[config.mk]
export PLATFORM = sky130hd
export DESIGN_NAME = mmu_tlb_flat
export DESIGN_NICKNAME = d
export VERILOG_FILES = /design/src/rtl/mmu_pkg.sv /design/src/rtl/mmu_tlb_if.sv /design/src/rtl/mmu_tlb_cam.sv /design/src/rtl/mmu_tlb.sv /design/src/flat_wrapper.sv
export SDC_FILE = /design/constraint.sdc
export NUM_CORES = 1
export LEC_CHECK = 0
export CAP_MARGIN = 20
export CORE_AREA = 2 2 262 264
export CTS_CLUSTER_SIZE = 25
export DETAILED_ROUTE_END_ITERATION = 6
export DIE_AREA = 0 0 264 266
export DONT_BUFFER_PORTS = 1
export RECOVER_POWER = 50
export SKIP_LAST_GASP = 1
export SYNTH_ARGS = -nofsm -noshare
export SYNTH_HDL_FRONTEND = slang
export SYNTH_SLANG_ARGS = --single-unit
[constraint.sdc]
create_clock -name clk -period 13.9 [get_ports clk]
set_clock_uncertainty 0.05 [all_clocks]
set_input_delay 4.17 -clock clk [delete_from_list [all_inputs] [get_ports clk]]
set_output_delay 4.17 -clock clk [all_outputs]
set_load 0.03 [all_outputs]
[src/rtl/mmu_pkg.sv]
// mmu_pkg: shared constants and helpers for the TLB-based MMU.
//   MODE_BARE / MODE_TRANSLATE : values of the translation-mode register
//   page_field_w()             : width of the VPN/PPN field for a given page-offset width
package mmu_pkg;

    localparam logic        MODE_BARE      = 1'b0;
    localparam logic        MODE_TRANSLATE = 1'b1;
    localparam int unsigned ADDR_W         = 32;

    function automatic int unsigned page_field_w(input int unsigned page_bits);
        return ADDR_W - page_bits;
    endfunction

endpackage

[src/rtl/mmu_tlb_if.sv]
// mmu_tlb_if: memory-side bus bundle (instruction read, data read, data write, stall).
//   master : issues requests (inst/data read, data write), receives returns and stall
//   slave  : receives requests, drives returns and stall
// The MMU sits between two instances: slave towards the core, master towards memory.
interface mmu_tlb_if;

    logic        inst_rden;
    logic [31:0] inst_riaddr;
    logic [31:0] inst_roaddr;
    logic        inst_rvalid;
    logic [31:0] inst_rdata;

    logic        data_rden;
    logic [31:0] data_riaddr;
    logic [31:0] data_roaddr;
    logic        data_rvalid;
    logic [31:0] data_rdata;

    logic        data_wren;
    logic [31:0] data_waddr;
    logic [3:0]  data_wstrb;
    logic [31:0] data_wdata;

    logic        stall;

    modport master (
        output inst_rden, inst_riaddr, data_rden, data_riaddr,
               data_wren, data_waddr, data_wstrb, data_wdata,
        input  inst_roaddr, inst_rvalid, inst_rdata,
               data_roaddr, data_rvalid, data_rdata, stall
    );

    modport slave (
        input  inst_rden, inst_riaddr, data_rden, data_riaddr,
               data_wren, data_waddr, data_wstrb, data_wdata,
        output inst_roaddr, inst_rvalid, inst_rdata,
               data_roaddr, data_rvalid, data_rdata, stall
    );

endinterface

[src/rtl/mmu_tlb_cam.sv]
// mmu_tlb_cam: fully associative TLB entry array with three parallel lookup ports.
//   clk, rst_n              : clock, asynchronous active-low reset (clears valid bits and pointer)
//   fill_en_i/vpn_i/ppn_i   : write one entry (in place if VPN resident, else round-robin victim)
//   flush_i                 : invalidate all entries, reset pointer; overrides a same-cycle fill
//   lookup_vpn_i[p]         : lookup VPN per port (0 inst, 1 data read, 2 data write)
//   hit_o[p], ppn_o[p]      : combinational match result per port (pre-update state)
module mmu_tlb_cam
    import mmu_pkg::*;
#(
    parameter int unsigned ENTRIES   = 4,
    parameter int unsigned PAGE_BITS = 12,
    localparam int unsigned VW       = page_field_w(PAGE_BITS)
) (
    input  logic               clk,
    input  logic               rst_n,
    input  logic               fill_en_i,
    input  logic [VW-1:0]      fill_vpn_i,
    input  logic [VW-1:0]      fill_ppn_i,
    input  logic               flush_i,
    input  logic [2:0][VW-1:0] lookup_vpn_i,
    output logic [2:0]         hit_o,
    output logic [2:0][VW-1:0] ppn_o
);

    localparam int unsigned PW = $clog2(ENTRIES);

    logic [ENTRIES-1:0]         valid_q, valid_d;
    logic [ENTRIES-1:0][VW-1:0] vpn_q;
    logic [ENTRIES-1:0][VW-1:0] ppn_q;
    logic [PW-1:0]              ptr_q, ptr_d;

    logic          fill_match;
    logic [PW-1:0] fill_idx;
    logic [PW-1:0] widx;
    logic          we;

    // A resident VPN is refreshed in place so the array never holds duplicates.
    always_comb begin
        fill_match = 1'b0;
        fill_idx   = '0;
        for (int i = 0; i < ENTRIES; i++) begin
            if (!fill_match && valid_q[i] && (vpn_q[i] == fill_vpn_i)) begin
                fill_match = 1'b1;
                fill_idx   = PW'(i);
            end
        end
    end

    assign we   = fill_en_i & ~flush_i;
    assign widx = fill_match ? fill_idx : ptr_q;

    always_comb begin
        valid_d = valid_q;
        ptr_d   = ptr_q;
        if (flush_i) begin
            valid_d = '0;
            ptr_d   = '0;
        end else if (fill_en_i) begin
            valid_d[widx] = 1'b1;
            if (!fill_match) begin
                ptr_d = (ptr_q == PW'(ENTRIES - 1)) ? '0 : ptr_q + PW'(1);
            end
        end
    end

    always_ff @(posedge clk or negedge rst_n) begin
        if (!rst_n) begin
            valid_q <= '0;
            ptr_q   <= '0;
        end else begin
            valid_q <= valid_d;
            ptr_q   <= ptr_d;
        end
    end

    // Tag/data storage needs no reset: every read is qualified by valid_q.
    always_ff @(posedge clk) begin
        if (we) begin
            vpn_q[widx] <= fill_vpn_i;
            ppn_q[widx] <= fill_ppn_i;
        end
    end

    always_comb begin
        hit_o = '0;
        ppn_o = '0;
        for (int p = 0; p < 3; p++) begin
            for (int i = 0; i < ENTRIES; i++) begin
                if (valid_q[i] && (vpn_q[i] == lookup_vpn_i[p])) begin
                    hit_o[p] = 1'b1;
                    ppn_o[p] = ppn_o[p] | ppn_q[i];
                end
            end
        end
    end

endmodule

[src/rtl/mmu_tlb.sv]
// mmu_tlb: translating MMU between core (main_if) and memory (mem_if).
//   clk, rst_n              : clock, asynchronous active-low reset
//   mode_we_i, mode_wd_i    : translation-mode register write (0 bare, 1 translate)
//   fill_en_i/vpn_i/ppn_i   : TLB entry fill
//   flush_i                 : invalidate all TLB entries
//   inst_fault_o/data_fault_o : one-cycle miss pulses, cycle after the missing request
//   fault_addr_o            : virtual address of the most recent miss (data wins over inst)
//   hit_cnt_o/miss_cnt_o    : saturating lookup counters, only with MMU_TLB_PERF_EN defined
//   main_if (slave)         : core-side requests/returns, virtual addresses
//   mem_if (master)         : memory-side requests/returns, physical addresses
module mmu_tlb
    import mmu_pkg::*;
#(
    parameter int unsigned ENTRIES    = 4,
    parameter int unsigned PAGE_BITS  = 12,
    parameter int unsigned RESET_MODE = 0,
    localparam int unsigned VW        = page_field_w(PAGE_BITS)
) (
    input  logic          clk,
    input  logic          rst_n,
    input  logic          mode_we_i,
    input  logic          mode_wd_i,
    input  logic          fill_en_i,
    input  logic [VW-1:0] fill_vpn_i,
    input  logic [VW-1:0] fill_ppn_i,
    input  logic          flush_i,
    output logic          inst_fault_o,
    output logic          data_fault_o,
    output logic [31:0]   fault_addr_o,
    output logic [31:0]   hit_cnt_o,
    output logic [31:0]   miss_cnt_o,
    mmu_tlb_if.slave      main_if,
    mmu_tlb_if.master     mem_if
);

    localparam logic MODE_RST = (RESET_MODE != 0) ? MODE_TRANSLATE : MODE_BARE;

    logic               mode_q, mode_d;
    logic [VW-1:0]      inst_vpn_q, inst_vpn_d;
    logic [VW-1:0]      data_vpn_q, data_vpn_d;
    logic               inst_fault_q, inst_fault_d;
    logic               data_fault_q, data_fault_d;
    logic [31:0]        fault_addr_q, fault_addr_d;

    logic [2:0][VW-1:0] lk_vpn;
    logic [2:0]         lk_hit;
    logic [2:0][VW-1:0] lk_ppn;
    logic               translate;
    logic               stall;
    logic               inst_miss, rd_miss, wr_miss;

    assign lk_vpn[0] = main_if.inst_riaddr[31:PAGE_BITS];
    assign lk_vpn[1] = main_if.data_riaddr[31:PAGE_BITS];
    assign lk_vpn[2] = main_if.data_waddr[31:PAGE_BITS];

    mmu_tlb_cam #(
        .ENTRIES   (ENTRIES),
        .PAGE_BITS (PAGE_BITS)
    ) u_cam (
        .clk          (clk),
        .rst_n        (rst_n),
        .fill_en_i    (fill_en_i),
        .fill_vpn_i   (fill_vpn_i),
        .fill_ppn_i   (fill_ppn_i),
        .flush_i      (flush_i),
        .lookup_vpn_i (lk_vpn),
        .hit_o        (lk_hit),
        .ppn_o        (lk_ppn)
    );

    assign translate = (mode_q == MODE_TRANSLATE);
    assign stall     = mem_if.stall;

    assign inst_miss = translate & main_if.inst_rden & ~lk_hit[0];
    assign rd_miss   = translate & main_if.data_rden & ~lk_hit[1];
    assign wr_miss   = translate & main_if.data_wren & ~lk_hit[2];

    // Request path: a missing request is squashed rather than sent untranslated.
    assign mem_if.inst_rden   = main_if.inst_rden & ~inst_miss;
    assign mem_if.data_rden   = main_if.data_rden & ~rd_miss;
    assign mem_if.data_wren   = main_if.data_wren & ~wr_miss;
    assign mem_if.inst_riaddr = (translate && lk_hit[0])
                              ? {lk_ppn[0], main_if.inst_riaddr[PAGE_BITS-1:0]}
                              : main_if.inst_riaddr;
    assign mem_if.data_riaddr = (translate && lk_hit[1])
                              ? {lk_ppn[1], main_if.data_riaddr[PAGE_BITS-1:0]}
                              : main_if.data_riaddr;
    assign mem_if.data_waddr  = (translate && lk_hit[2])
                              ? {lk_ppn[2], main_if.data_waddr[PAGE_BITS-1:0]}
                              : main_if.data_waddr;
    assign mem_if.data_wstrb  = main_if.data_wstrb;
    assign mem_if.data_wdata  = main_if.data_wdata;

    // Return path: with one outstanding read per channel, the held VPN names the page.
    assign main_if.inst_roaddr = translate
                               ? {inst_vpn_q, mem_if.inst_roaddr[PAGE_BITS-1:0]}
                               : mem_if.inst_roaddr;
    assign main_if.data_roaddr = translate
                               ? {data_vpn_q, mem_if.data_roaddr[PAGE_BITS-1:0]}
                               : mem_if.data_roaddr;
    assign main_if.inst_rvalid = mem_if.inst_rvalid;
    assign main_if.inst_rdata  = mem_if.inst_rdata;
    assign main_if.data_rvalid = mem_if.data_rvalid;
    assign main_if.data_rdata  = mem_if.data_rdata;
    assign main_if.stall       = mem_if.stall;

    always_comb begin
        mode_d       = mode_q;
        inst_vpn_d   = inst_vpn_q;
        data_vpn_d   = data_vpn_q;
        inst_fault_d = 1'b0;
        data_fault_d = 1'b0;
        fault_addr_d = fault_addr_q;
        if (!stall) begin
            if (mode_we_i) mode_d = mode_wd_i;
            if (mem_if.inst_rden) inst_vpn_d = lk_vpn[0];
            if (mem_if.data_rden) data_vpn_d = lk_vpn[1];
            inst_fault_d = inst_miss;
            data_fault_d = rd_miss | wr_miss;
            if (rd_miss) begin
                fault_addr_d = main_if.data_riaddr;
            end else if (wr_miss) begin
                fault_addr_d = main_if.data_waddr;
            end else if (inst_miss) begin
                fault_addr_d = main_if.inst_riaddr;
            end
        end
    end

    always_ff @(posedge clk or negedge rst_n) begin
        if (!rst_n) begin
            mode_q       <= MODE_RST;
            inst_vpn_q   <= '0;
            data_vpn_q   <= '0;
            inst_fault_q <= 1'b0;
            data_fault_q <= 1'b0;
            fault_addr_q <= '0;
        end else begin
            mode_q       <= mode_d;
            inst_vpn_q   <= inst_vpn_d;
            data_vpn_q   <= data_vpn_d;
            inst_fault_q <= inst_fault_d;
            data_fault_q <= data_fault_d;
            fault_addr_q <= fault_addr_d;
        end
    end

    assign inst_fault_o = inst_fault_q;
    assign data_fault_o = data_fault_q;
    assign fault_addr_o = fault_addr_q;

`ifdef MMU_TLB_PERF_EN
    logic [31:0] hit_cnt_q, hit_cnt_d;
    logic [31:0] miss_cnt_q, miss_cnt_d;
    logic [1:0]  n_hit, n_miss;
    logic [32:0] hit_sum, miss_sum;

    always_comb begin
        n_hit  = 2'd0;
        n_miss = 2'd0;
        if (translate && !stall) begin
            if (main_if.inst_rden) begin
                if (lk_hit[0]) n_hit = n_hit + 2'd1; else n_miss = n_miss + 2'd1;
            end
            if (main_if.data_rden) begin
                if (lk_hit[1]) n_hit = n_hit + 2'd1; else n_miss = n_miss + 2'd1;
            end
            if (main_if.data_wren) begin
                if (lk_hit[2]) n_hit = n_hit + 2'd1; else n_miss = n_miss + 2'd1;
            end
        end
        hit_sum    = {1'b0, hit_cnt_q} + 33'(n_hit);
        miss_sum   = {1'b0, miss_cnt_q} + 33'(n_miss);
        hit_cnt_d  = hit_sum[32] ? '1 : hit_sum[31:0];
        miss_cnt_d = miss_sum[32] ? '1 : miss_sum[31:0];
    end

    always_ff @(posedge clk or negedge rst_n) begin
        if (!rst_n) begin
            hit_cnt_q  <= '0;
            miss_cnt_q <= '0;
        end else begin
            hit_cnt_q  <= hit_cnt_d;
            miss_cnt_q <= miss_cnt_d;
        end
    end

    assign hit_cnt_o  = hit_cnt_q;
    assign miss_cnt_o = miss_cnt_q;
`else
    assign hit_cnt_o  = '0;
    assign miss_cnt_o = '0;
`endif

endmodule

[src/flat_wrapper.sv]
// flat-port wrapper written by rule: the top's interface ports become plain ports
module mmu_tlb_flat import mmu_pkg::*;
#(
    parameter int unsigned ENTRIES    = 4,
    parameter int unsigned PAGE_BITS  = 12,
    parameter int unsigned RESET_MODE = 0,
    localparam int unsigned VW        = page_field_w(PAGE_BITS)
)
  (clk, rst_n, mode_we_i, mode_wd_i, fill_en_i, fill_vpn_i, fill_ppn_i, flush_i, inst_fault_o, data_fault_o, fault_addr_o, hit_cnt_o, miss_cnt_o, main_if_inst_rden, main_if_inst_riaddr, main_if_data_rden, main_if_data_riaddr, main_if_data_wren, main_if_data_waddr, main_if_data_wstrb, main_if_data_wdata, main_if_inst_roaddr, main_if_inst_rvalid, main_if_inst_rdata, main_if_data_roaddr, main_if_data_rvalid, main_if_data_rdata, main_if_stall, mem_if_inst_rden, mem_if_inst_riaddr, mem_if_data_rden, mem_if_data_riaddr, mem_if_data_wren, mem_if_data_waddr, mem_if_data_wstrb, mem_if_data_wdata, mem_if_inst_roaddr, mem_if_inst_rvalid, mem_if_inst_rdata, mem_if_data_roaddr, mem_if_data_rvalid, mem_if_data_rdata, mem_if_stall);
  mmu_tlb_if main_if_i ();
  mmu_tlb_if mem_if_i ();
  input  logic clk;
  input  logic rst_n;
  input  logic mode_we_i;
  input  logic mode_wd_i;
  input  logic fill_en_i;
  input  logic [VW-1:0] fill_vpn_i;
  input  logic [VW-1:0] fill_ppn_i;
  input  logic flush_i;
  output logic inst_fault_o;
  output logic data_fault_o;
  output logic [31:0] fault_addr_o;
  output logic [31:0] hit_cnt_o;
  output logic [31:0] miss_cnt_o;
  input wire logic [$bits(main_if_i.inst_rden)-1:0] main_if_inst_rden;
  input wire logic [$bits(main_if_i.inst_riaddr)-1:0] main_if_inst_riaddr;
  input wire logic [$bits(main_if_i.data_rden)-1:0] main_if_data_rden;
  input wire logic [$bits(main_if_i.data_riaddr)-1:0] main_if_data_riaddr;
  input wire logic [$bits(main_if_i.data_wren)-1:0] main_if_data_wren;
  input wire logic [$bits(main_if_i.data_waddr)-1:0] main_if_data_waddr;
  input wire logic [$bits(main_if_i.data_wstrb)-1:0] main_if_data_wstrb;
  input wire logic [$bits(main_if_i.data_wdata)-1:0] main_if_data_wdata;
  output wire logic [$bits(main_if_i.inst_roaddr)-1:0] main_if_inst_roaddr;
  output wire logic [$bits(main_if_i.inst_rvalid)-1:0] main_if_inst_rvalid;
  output wire logic [$bits(main_if_i.inst_rdata)-1:0] main_if_inst_rdata;
  output wire logic [$bits(main_if_i.data_roaddr)-1:0] main_if_data_roaddr;
  output wire logic [$bits(main_if_i.data_rvalid)-1:0] main_if_data_rvalid;
  output wire logic [$bits(main_if_i.data_rdata)-1:0] main_if_data_rdata;
  output wire logic [$bits(main_if_i.stall)-1:0] main_if_stall;
  output wire logic [$bits(mem_if_i.inst_rden)-1:0] mem_if_inst_rden;
  output wire logic [$bits(mem_if_i.inst_riaddr)-1:0] mem_if_inst_riaddr;
  output wire logic [$bits(mem_if_i.data_rden)-1:0] mem_if_data_rden;
  output wire logic [$bits(mem_if_i.data_riaddr)-1:0] mem_if_data_riaddr;
  output wire logic [$bits(mem_if_i.data_wren)-1:0] mem_if_data_wren;
  output wire logic [$bits(mem_if_i.data_waddr)-1:0] mem_if_data_waddr;
  output wire logic [$bits(mem_if_i.data_wstrb)-1:0] mem_if_data_wstrb;
  output wire logic [$bits(mem_if_i.data_wdata)-1:0] mem_if_data_wdata;
  input wire logic [$bits(mem_if_i.inst_roaddr)-1:0] mem_if_inst_roaddr;
  input wire logic [$bits(mem_if_i.inst_rvalid)-1:0] mem_if_inst_rvalid;
  input wire logic [$bits(mem_if_i.inst_rdata)-1:0] mem_if_inst_rdata;
  input wire logic [$bits(mem_if_i.data_roaddr)-1:0] mem_if_data_roaddr;
  input wire logic [$bits(mem_if_i.data_rvalid)-1:0] mem_if_data_rvalid;
  input wire logic [$bits(mem_if_i.data_rdata)-1:0] mem_if_data_rdata;
  input wire logic [$bits(mem_if_i.stall)-1:0] mem_if_stall;
  assign main_if_i.inst_rden = main_if_inst_rden;
  assign main_if_i.inst_riaddr = main_if_inst_riaddr;
  assign main_if_i.data_rden = main_if_data_rden;
  assign main_if_i.data_riaddr = main_if_data_riaddr;
  assign main_if_i.data_wren = main_if_data_wren;
  assign main_if_i.data_waddr = main_if_data_waddr;
  assign main_if_i.data_wstrb = main_if_data_wstrb;
  assign main_if_i.data_wdata = main_if_data_wdata;
  assign main_if_inst_roaddr = main_if_i.inst_roaddr;
  assign main_if_inst_rvalid = main_if_i.inst_rvalid;
  assign main_if_inst_rdata = main_if_i.inst_rdata;
  assign main_if_data_roaddr = main_if_i.data_roaddr;
  assign main_if_data_rvalid = main_if_i.data_rvalid;
  assign main_if_data_rdata = main_if_i.data_rdata;
  assign main_if_stall = main_if_i.stall;
  assign mem_if_inst_rden = mem_if_i.inst_rden;
  assign mem_if_inst_riaddr = mem_if_i.inst_riaddr;
  assign mem_if_data_rden = mem_if_i.data_rden;
  assign mem_if_data_riaddr = mem_if_i.data_riaddr;
  assign mem_if_data_wren = mem_if_i.data_wren;
  assign mem_if_data_waddr = mem_if_i.data_waddr;
  assign mem_if_data_wstrb = mem_if_i.data_wstrb;
  assign mem_if_data_wdata = mem_if_i.data_wdata;
  assign mem_if_i.inst_roaddr = mem_if_inst_roaddr;
  assign mem_if_i.inst_rvalid = mem_if_inst_rvalid;
  assign mem_if_i.inst_rdata = mem_if_inst_rdata;
  assign mem_if_i.data_roaddr = mem_if_data_roaddr;
  assign mem_if_i.data_rvalid = mem_if_data_rvalid;
  assign mem_if_i.data_rdata = mem_if_data_rdata;
  assign mem_if_i.stall = mem_if_stall;
  mmu_tlb #(.ENTRIES(ENTRIES), .PAGE_BITS(PAGE_BITS), .RESET_MODE(RESET_MODE)) u_core (.clk(clk), .rst_n(rst_n), .mode_we_i(mode_we_i), .mode_wd_i(mode_wd_i), .fill_en_i(fill_en_i), .fill_vpn_i(fill_vpn_i), .fill_ppn_i(fill_ppn_i), .flush_i(flush_i), .inst_fault_o(inst_fault_o), .data_fault_o(data_fault_o), .fault_addr_o(fault_addr_o), .hit_cnt_o(hit_cnt_o), .miss_cnt_o(miss_cnt_o), .main_if(main_if_i), .mem_if(mem_if_i));
endmodule
==> results of run 1 <==
## sequential cells by signal, indices dropped and copies added, names as in the netlist
signal and flops:
u_core.inst_fault_o 1, u_core.u_cam.valid_q 4, u_core.data_fault_o 1, u_core.u_cam.vpn_q 80
u_core.data_vpn_q 20, u_core.u_cam.ptr_q 2, u_core.fault_addr_o 32, u_core.inst_vpn_q 20
u_core.u_cam.ppn_q 80, u_core.mode_q 1
## cell families after synthesis
logic type,count (synthesis),share of synthesized area
other,1,0.000228
buffers and inverters,378,0.143
multiplexers,112,0.0765
AND/OR/NAND/NOR,268,0.0850
flip-flops,241,0.414
AO/OA/AOI/OAI,257,0.110
XOR/XNOR,322,0.171
## worst min path at each step
stage                                              endpoint  slack, ns  cells after the start
after floorplan            u_core.data_vpn_q[0]$_DFFE_PN0P_       0.42                      1
after detailed placement  u_core.data_vpn_q[19]$_DFFE_PN0P_       0.44                      1
final                      u_core.inst_vpn_q[9]$_DFFE_PN0P_       0.45                      1
after global placement     u_core.inst_vpn_q[2]$_DFFE_PN0P_       0.43                      1
after global routing      u_core.data_vpn_q[19]$_DFFE_PN0P_       0.47                      1
after CTS                  u_core.data_vpn_q[5]$_DFFE_PN0P_       0.46                      1
## synth_stat cells, types with 6 or more instances
library cell / n / area share
and2_1: 6 / 0.0023
buf_2: 49 / 0.015
xor2_1: 209 / 0.11
xnor2_1: 113 / 0.060
mux2_1: 30 / 0.020
inv_1: 8 / 0.0018
nand3_1: 38 / 0.012
buf_4: 227 / 0.10
edfxtp_1: 160 / 0.29
a22o_1: 59 / 0.031
o21ai_0: 92 / 0.028
clkbuf_1: 88 / 0.020
a221oi_1: 59 / 0.031
nand4_1: 41 / 0.016
nand2_1: 66 / 0.015
a31oi_1: 32 / 0.012
mux2_2: 82 / 0.056
nor4_1: 58 / 0.022
dfrtp_1: 81 / 0.12
nor3_1: 44 / 0.013
nor2_1: 6 / 0.0014
## metrics by stage
step	total power [W]	hold slack, ns	instances	util	setup slack [ns]
2_1_floorplan	0.00136	0.425	1642	-	3.17
3_3_place_gp	0.00135	0.433	2242	0.240	2.35
3_5_place_dp	0.00135	0.440	2242	0.240	2.40
4_1_cts	0.00229	0.455	2298	0.257	2.39
5_1_grt	0.00234	0.474	2300	0.257	1.85
6_report	0.00227	0.453	2307	0.257	1.86
## metal layers
layer | GRT usage | share of wire | up-vias
li1 | - | - | 5025
met1 | 0.282 | 0.33 | 6382
met2 | 0.443 | 0.47 | 1343
met3 | 0.161 | 0.17 | 167
met4 | 0.0582 | 0.025 | 18
met5 | 0.0132 | 0.0024 | -
## where the power goes
| group | internal, W | total (W) | switching (W) |
|---|---|---|---|
| registers | 0.000844 | 0.000991 | 0.000147 |
| logic | 0.000129 | 0.000347 | 0.000218 |
| clock network | 0.000581 | 0.000936 | 0.000355 |
| total | 0.00155 | 0.00227 | 0.000721 |
## placed cells by master (no fill, tap or decap), types with 5 or more instances in the layout
cell,count
a22o_1,59
clkbuf_1,5
clkbuf_16,31
buf_4,84
edfxtp_1,160
mux2_2,82
nor4_1,46
nor3_1,44
nor4_2,12
diode_2,9
xnor2_1,113
xor2_1,209
a31oi_1,32
nand2_1,66
dfrtp_1,80
inv_1,8
mux2_1,30
bufinv_16,9
nand4_1,41
conb_1,64
o21ai_0,92
nand3_1,38
a221oi_1,59
## worst max-delay path: cells and delay by family
family	cells	cell delay, ns
compound gates	1	0.15
xor+xnor	1	0.13
buf+inv	3	1.81
simple gates	6	1.54
## final cells by class
class                           count  share of cell area
Sequential cell                   241               0.392
Multi-Input combinational cell   1023               0.438
Clock buffer                       33              0.0455
Inverter                            8             0.00172
Tap cell                          882              0.0633
Antenna cell                        9             0.00129
Clock inverter                     23              0.0213
Timing Repair Buffer               88              0.0371
==> impl_metrics.csv, run 1 <==
group,metric,value,unit
finish,final_cell_area,17400,um2
floorplan,die_height,266,um
placement,hpwl,76300,um
drt,wl,97700,um
sta,timing.fmax,0.0831,GHz
power,peakVddDrop,0.0836,mV
drt,route.detailed.drc,0,
setup_path,crit_path_max_fanout,40,
drt,dr.pass1.iters,6,
finish,multi_input_area,7620,um2
sta,post-route-period-util,0.866,
drt,avgViaCountPerCell,5.61,
drt,antenna_left,0,
clock_tree,cts-buffers-inserted,30,
sta,tightest_slew,3.04,ns
setup_path,crit_path_end,"mem_if_inst_riaddr[12]",
finish,ff_latch_area,6830,um2
sta,setup_violations,0,
setup_path,cp.arrival,7.82,ns
yosys,syn_area_per_cell,10.4,um2
clock_tree,h-tree-depth,1,
global_routing,grt_max_degree,82,
hold_path,hold_start,"u_core.inst_vpn_q[9]$_DFFE_PN0P_",
placement,numPortBuffers,0,
outcome,status,"finished, violations left",
clock_tree,clock_path_buffers,3,
setup_path,r2r-start,"u_core.u_cam.vpn_q[20]$_DFFE_PP_",
global_routing,antenna_found_initial,18,
sta,max_slew_margin,-1.03,
yosys,syn_inst,1579,
sta,slew_violations,141,
floorplan,io_pins,676,
floorplan,initial_utilization,0.243,
floorplan,fp.dieW,264,um
yosys,mappedNetlistArea,16500,um2
setup_path,crit_path_cell_trace,"xor2_1, nor4_1, nand4_1, nor4_1, clkbuf_1, nor4_1, nand2b_1, buf_4, nand2_1, o21ai_0, buf_4",
hold_path,hold_class,"flop to flop",
placement,placed_cell_area,16300,um2
floorplan,die_area,70200,um2
setup_path,required,9.68,ns
clock_tree,cts_hold_buf,0,
clock_tree,cts_root_buf,"clkbuf_16",
clock_tree,clk_latency,0.59,ns
setup_path,end_kind,"primary output",
clock_tree,post_cts_resized,0,
yosys,ys_ff_latch,241,
clock_tree,post_cts_buffers,0,
clock_tree,cts.clk_slew.worst_paths,0.06,ns
finish,fill_cells,7151,
yosys,ys_types,41,
yosys,yosysWarnings,0,
run,max-cap-violations,4,
yosys,async_reset_ff_frac,0.336,
drt,wire_per_inst,42.3,um
yosys,ys_seq_area_frac,0.414,
outcome,violations,"capacitance limit, slew limit",
power,p_leak,6.03,nW
global_routing,grt_remaining_overflow,0,
floorplan,rows,96,
setup_path,r2r-end,"u_core.u_cam.ppn_q[17]$_DFFE_PP_",
placement,place_congestion,0.976,
yosys,synth-edff-count,160,
yosys,synthFlopType,"edfxtp_1",
sta,min_period,12.04,ns
setup_path,cp-start-kind,"input pin",
finish,syn_to_final_growth,5.69,%
sta,hold_viol,0,
global_routing,grt_usage,0.264,
sta,finalSetupTns,0,ns
setup_path,critical_path_class,"input pin to primary output",
setup_path,r2r_slack,8.66,ns
drt,drt_iter0_markers,1611,
drt,vias,12900,
sta,grt_setup_unrepaired,"false",
setup_path,cpMostUsedCell,"nor4_1",
setup_path,crit_start,"main_if_inst_riaddr[29]",
finish,layout-drive-gt1-share,0.169,
setup_path,slowest_delay,1.28,ns
floorplan,core-area,67700,um2
clock_tree,cts_tree,"built",
global_routing,grt_pass1_vias,12200,
finish,fin_nets,1704,
clock_tree,clock-sinks,241,
power,cellPowerDensity,131,nW/um2
setup_path,slowest_stage,"clkbuf_1",
setup_path,worstRegToRegCells,8,
global_routing,grt_pass1_wl,125000,um
Power figures use the tool's default switching activity.
==> run 2, diff against run 1 <==
- PLACE_DENSITY: default -> 0.47
- SKIP_LAST_GASP: 1 -> default
==> run 2 against run 1 <==
Net effect:
- cell area down 0.59%
- register-to-register slack better by 0.14 ns
- hold slack worse by 0.0013 ns
- core utilization down 0.15 points
- power down 4.8%
- sequential share of layout area up 0.23 points
- global-route usage up 0.10 points
- first-iteration DRC count up 5.2%
- final cell count up 0.13%
- via count down 1.6%
- flip-flop and latch count unchanged
- clock-buffer cell count up 6
- the run still ends with capacitance limit, slew limit left
==> impl_metrics.csv, run 2 (synthesized netlist as in run 1, its figures left out) <==
group,metric,value,unit
global_routing,grt_pass1_wl,125000,um
finish,fin_nets,1707,
run,max-cap-violations,5,
floorplan,die_height,266,um
setup_path,cp.arrival,7.92,ns
sta,fin_hold_ws,0.452,ns
global_routing,grt_remaining_overflow,0,
setup_path,end_kind,"primary output",
drt,antenna_left,0,
drt,route.detailed.drc,0,
floorplan,core-area,67700,um2
clock_tree,clock-sinks,241,
outcome,violations,"capacitance limit, slew limit",
sta,grt_setup_unrepaired,"false",
clock_tree,h-tree-depth,1,
global_routing,antenna_found_initial,18,
finish,syn_to_final_growth,5.07,%
setup_path,r2r_slack,8.80,ns
floorplan,io_pins,676,
clock_tree,cts-buffers-inserted,31,
power,peakVddDrop,0.0917,mV
sta,min_period,12.14,ns
clock_tree,cts_hold_buf,0,
power,cellPowerDensity,125,nW/um2
setup_path,worstRegToRegCells,8,
hold_path,hold_start,"u_core.data_vpn_q[2]$_DFFE_PN0P_",
power,p_leak,5.99,nW
setup_path,cp-start-kind,"input pin",
drt,avgViaCountPerCell,5.51,
clock_tree,cts_tree,"built",
sta,hold_viol,0,
clock_tree,post_cts_buffers,0,
sta,post-route-period-util,0.873,
finish,layout_commonest_cell,"xor2_1",
drt,dr.pass1.iters,6,
hold_path,hold_end,"u_core.data_vpn_q[2]$_DFFE_PN0P_",
floorplan,die_area,70200,um2
sta,max_slew_margin,-0.974,
sta,tightest_slew,2.96,ns
sta,slew_violations,186,
clock_tree,cts.clk_slew.worst_paths,0.05,ns
hold_path,hold_class,"flop to flop",
clock_tree,post_cts_resized,0,
clock_tree,clk_latency,0.61,ns
clock_tree,clock_path_buffers,3,
hold_path,min_delay_path_depth,1,
setup_path,r2r-start,"u_core.u_cam.vpn_q[70]$_DFFE_PP_",
drt,wire_per_inst,42.2,um
setup_path,required,9.68,ns
sta,finalSetupTns,0,ns
setup_path,r2r-end,"u_core.u_cam.ppn_q[63]$_DFFE_PP_",
placement,numPortBuffers,0,
clock_tree,cts_root_buf,"clkbuf_16",
drt,wl,97400,um
floorplan,initial_utilization,0.243,
sta,setup_violations,0,
drt,drt_iter0_markers,1694,
finish,layout-drive-gt1-share,0.168,
floorplan,rows,96,
placement,place_congestion,0.948,
global_routing,grt_max_degree,82,
drt,vias,12700,
global_routing,grt_pass1_vias,12200,
global_routing,grt_usage,0.265,
placement,hpwl,77100,um
outcome,status,"finished, violations left",
finish,final_cell_mix,"xor2_1 (209), edfxtp_1 (160), xnor2_1 (113)",
setup_path,crit_path_max_fanout,40,
floorplan,fp.dieW,264,um
setup_path,critical_path_class,"input pin to primary output",
sta,timing.fmax,0.0824,GHz
==> run 2: worst max path at each step <==
stage / endpoint / slack, ns / cells past startpoint / start
after floorplan: mem_if_data_waddr[30] / 3.17 / 9 / main_if_data_waddr[28]
after global placement: mem_if_data_waddr[28] / 2.44 / 11 / main_if_data_waddr[24]
after detailed placement: mem_if_data_waddr[28] / 2.48 / 11 / main_if_data_waddr[29]
after CTS: mem_if_data_waddr[28] / 2.45 / 11 / main_if_data_waddr[29]
after global routing: mem_if_inst_riaddr[14] / 1.71 / 11 / main_if_inst_riaddr[31]
final: mem_if_inst_riaddr[16] / 1.76 / 11 / main_if_inst_riaddr[31]
==> run 2: power breakdown <==
| part | total [W] | switching [W] | internal, W |
|---|---|---|---|
| logic | 0.000342 | 0.000213 | 0.000129 |
| clock network | 0.000838 | 0.000343 | 0.000495 |
| registers | 0.000984 | 0.000139 | 0.000845 |
| total | 0.00217 | 0.000696 | 0.00147 |
==> run 2: cell type report <==
type                    count  area (um2)
inverters                   8        30.0
well taps                 882        1100
fillers                  7168       50400
repair buffers             90         653
clock inverters            19         215
multi-input cells        1023        7640
diodes                      8        20.0
clock buffers              39         826
flip-flops and latches    241        6830
==> run 2: routing by layer <==
metal	global-route usage	routed length, um	vias to the layer above
li1	-	-	5036
met1	0.280	32000	6377
met2	0.444	46300	1136
met3	0.165	16200	161
met4	0.0663	2760	14
met5	0	111	-
==> run 2: stage by stage <==
step	instances	setup WS [ns]	cell area, um2	utilization	power [W]
4_1_cts	2301	2.45	17300	0.256	0.00218
3_5_place_dp	2243	2.48	16300	0.240	0.00134
2_1_floorplan	1642	3.17	16700	-	0.00136
5_1_grt	2305	1.71	17300	0.255	0.00223
3_3_place_gp	2243	2.44	16300	0.240	0.00134
6_report	2310	1.76	17300	0.256	0.00217
==> run 2: worst max-delay path: stages <==
cell	delay (ns)
xor2_1	0.14
nor4_1	0.33
nand4_1	0.15
nor4_1	0.33
clkbuf_1	1.16
nor4_1	0.17
clkbuf_1	0.27
nand2b_1	0.19
buf_4	0.28
o21ai_0	0.42
buf_4	0.24
==> run 3, diff against run 2 <==
- SLEW_MARGIN: default -> 20
==> run 3 against run 2 <==
Net effect:
- the run still ends with capacitance limit, slew limit left
- global-route usage is the same
- cell area hardly changed
- register-to-register slack hardly changed
- sequential power about the same
- clock-buffer cell count did not move
- flip-flop and latch count did not move
- setup slack worse by 0.12 ns
- core utilization hardly changed
- final cell count about the same
- maximum frequency decreased by 0.99%
- critical path depth shrank 1
- critical endpoint unchanged
- largest cell class unchanged
- highest routed layer unchanged
==> impl_metrics.csv, run 3 (synthesized netlist as in run 1, its figures left out) <==
group,metric,value,unit
power,cellPowerDensity,125,nW/um2
global_routing,grt_pass1_vias,12200,
clock_tree,cts-buffers-inserted,31,
floorplan,die_height,266,um
clock_tree,h-tree-depth,1,
setup_path,slowest_delay,1.17,ns
setup_path,crit_path_max_fanout,40,
floorplan,rows,96,
global_routing,grt_pass1_wl,125000,um
drt,wl,97600,um
hold_path,hold_end,"u_core.data_vpn_q[2]$_DFFE_PN0P_",
clock_tree,cts_tree,"built",
clock_tree,post_cts_buffers,0,
placement,place_congestion,0.948,
clock_tree,clk_latency,0.61,ns
power,netSwitchingFraction,0.322,
global_routing,grt_remaining_overflow,0,
hold_path,hold_class,"flop to flop",
sta,min_period,12.26,ns
hold_path,min_delay_path_depth,1,
sta,hold_viol,0,
setup_path,slowest_stage,"clkbuf_1",
setup_path,end_kind,"primary output",
setup_path,r2r-end,"u_core.u_cam.ppn_q[63]$_DFFE_PP_",
floorplan,die_area,70200,um2
setup_path,crit_path_cell_trace,"xor2_1, nor4_1, nand4_1, nor4_1, clkbuf_1, nor4_1, nand2b_1, buf_4, o21ai_0, buf_4",
sta,timing.fmax,0.0816,GHz
setup_path,r2r_slack,8.81,ns
floorplan,fp.dieW,264,um
setup_path,cp.arrival,8.04,ns
finish,multi_input_area,7640,um2
setup_path,cpMostUsedCell,"nor4_1",
finish,layout_commonest_cell,"xor2_1",
power,pwr-share-clk,0.387,
drt,dr.pass1.iters,6,
power,combPwrFrac,0.158,
finish,syn_to_final_growth,5.05,%
drt,vias,12800,
sta,max_slew_margin,-0.977,
sta,fin_hold_ws,0.451,ns
outcome,violations,"capacitance limit, slew limit",
placement,hpwl,77100,um
global_routing,antenna_found_initial,18,
drt,route.detailed.drc,0,
finish,fill_cells,7169,
sta,finalSetupTns,0,ns
setup_path,required,9.68,ns
global_routing,grt_usage,0.265,
power,intPower,0.00147,W
outcome,status,"finished, violations left",
power,p_leak,5.99,nW
clock_tree,clock_path_buffers,3,
clock_tree,cts_hold_buf,0,
finish,final_cell_mix,"xor2_1 (209), edfxtp_1 (160), xnor2_1 (113)",
setup_path,critical_path_class,"input pin to primary output",
floorplan,core-area,67700,um2
drt,wire_per_inst,42.3,um
setup_path,cp-start-kind,"input pin",
floorplan,initial_utilization,0.243,
clock_tree,cts_root_buf,"clkbuf_16",
placement,numPortBuffers,0,
global_routing,grt_max_degree,82,
clock_tree,cts.clk_slew.worst_paths,0.05,ns
drt,antenna_left,0,
sta,grt_setup_unrepaired,"false",
hold_path,hold_start,"u_core.data_vpn_q[2]$_DFFE_PN0P_",
finish,fin_nets,1706,
setup_path,r2r-start,"u_core.u_cam.vpn_q[75]$_DFFE_PP_",
power,peakVddDrop,0.0918,mV
finish,ff_latch_area,6830,um2
sta,slew_violations,186,
sta,setup_violations,0,
sta,post-route-period-util,0.882,
drt,drt_iter0_markers,1714,
clock_tree,clock-sinks,241,
sta,tightest_slew,2.97,ns
power,power.switching,0.000697,W
run,max-cap-violations,5,
power,p_seq_frac,0.454,
drt,avgViaCountPerCell,5.56,
finish,layout-drive-gt1-share,0.168,
clock_tree,post_cts_resized,0,
setup_path,worstRegToRegCells,8,
floorplan,io_pins,676,
-- run 3: cell count changes in the layout (fill, tap and decap cells not counted) --
cell / delta
clkbuf_1: -1
-- run 3: critical path: cells and delay by family --
kind | cells | cell delay (ns)
xor+xnor | 1 | 0.14
simple gates | 5 | 1.56
buf+inv | 3 | 1.69
compound gates | 1 | 0.42
-- run 3: through the flow --
step                      worst slack (ns)  std cells  area, um2  total power, W  utilization
after floorplan                       3.17       1642      16700         0.00136            -
after global placement                2.44       2243      16300         0.00134        0.240
after detailed placement              2.48       2243      16300         0.00134        0.240
after CTS                             2.45       2301      17300         0.00218        0.256
after global routing                  1.61       2304      17300         0.00223        0.255
final                                 1.64       2309      17300         0.00217        0.256
-- run 3: power by group through the flow --
stage | Combinational [W] | Sequential [W] | Clock [W]
CTS | 0.000343 | 0.000983 | 0.000856
global placement | 0.000340 | 0.000996 | 0
finish | 0.000343 | 0.000984 | 0.000839
global route | 0.000365 | 0.000990 | 0.000877
detailed placement | 0.000341 | 0.000998 | 0
floorplan | 0.000396 | 0.000961 | 0
-- run 3: worst max-delay path by stage --
| stage | startpoint | endpoint | cells after the start |
|---|---|---|---|
| after global placement | main_if_data_waddr[24] | mem_if_data_waddr[28] | 11 |
| after CTS | main_if_data_waddr[29] | mem_if_data_waddr[28] | 11 |
| after global routing | main_if_inst_riaddr[31] | mem_if_inst_riaddr[14] | 10 |
| after detailed placement | main_if_data_waddr[29] | mem_if_data_waddr[28] | 11 |
| final | main_if_inst_riaddr[31] | mem_if_inst_riaddr[16] | 10 |
| after floorplan | main_if_data_waddr[28] | mem_if_data_waddr[30] | 9 |
-- run 3: final cells by class --
cell class              count  area share
clock buffers              39      0.0477
inverters                   8     0.00173
well taps                 882      0.0637
diodes                      8     0.00116
multi-input cells        1023       0.441
flip-flops and latches    241       0.395
clock inverters            19      0.0124
repair buffers             89      0.0375
-- run 3: per-layer routing --
metal,vias up,part of all wire,wire length [um],GRT usage
met5,-,0.0011,104,0
met4,14,0.027,2650,0.0663
met3,160,0.16,16100,0.165
met2,1197,0.48,46400,0.444
met1,6438,0.33,32300,0.280
li1,5031,-,-,-
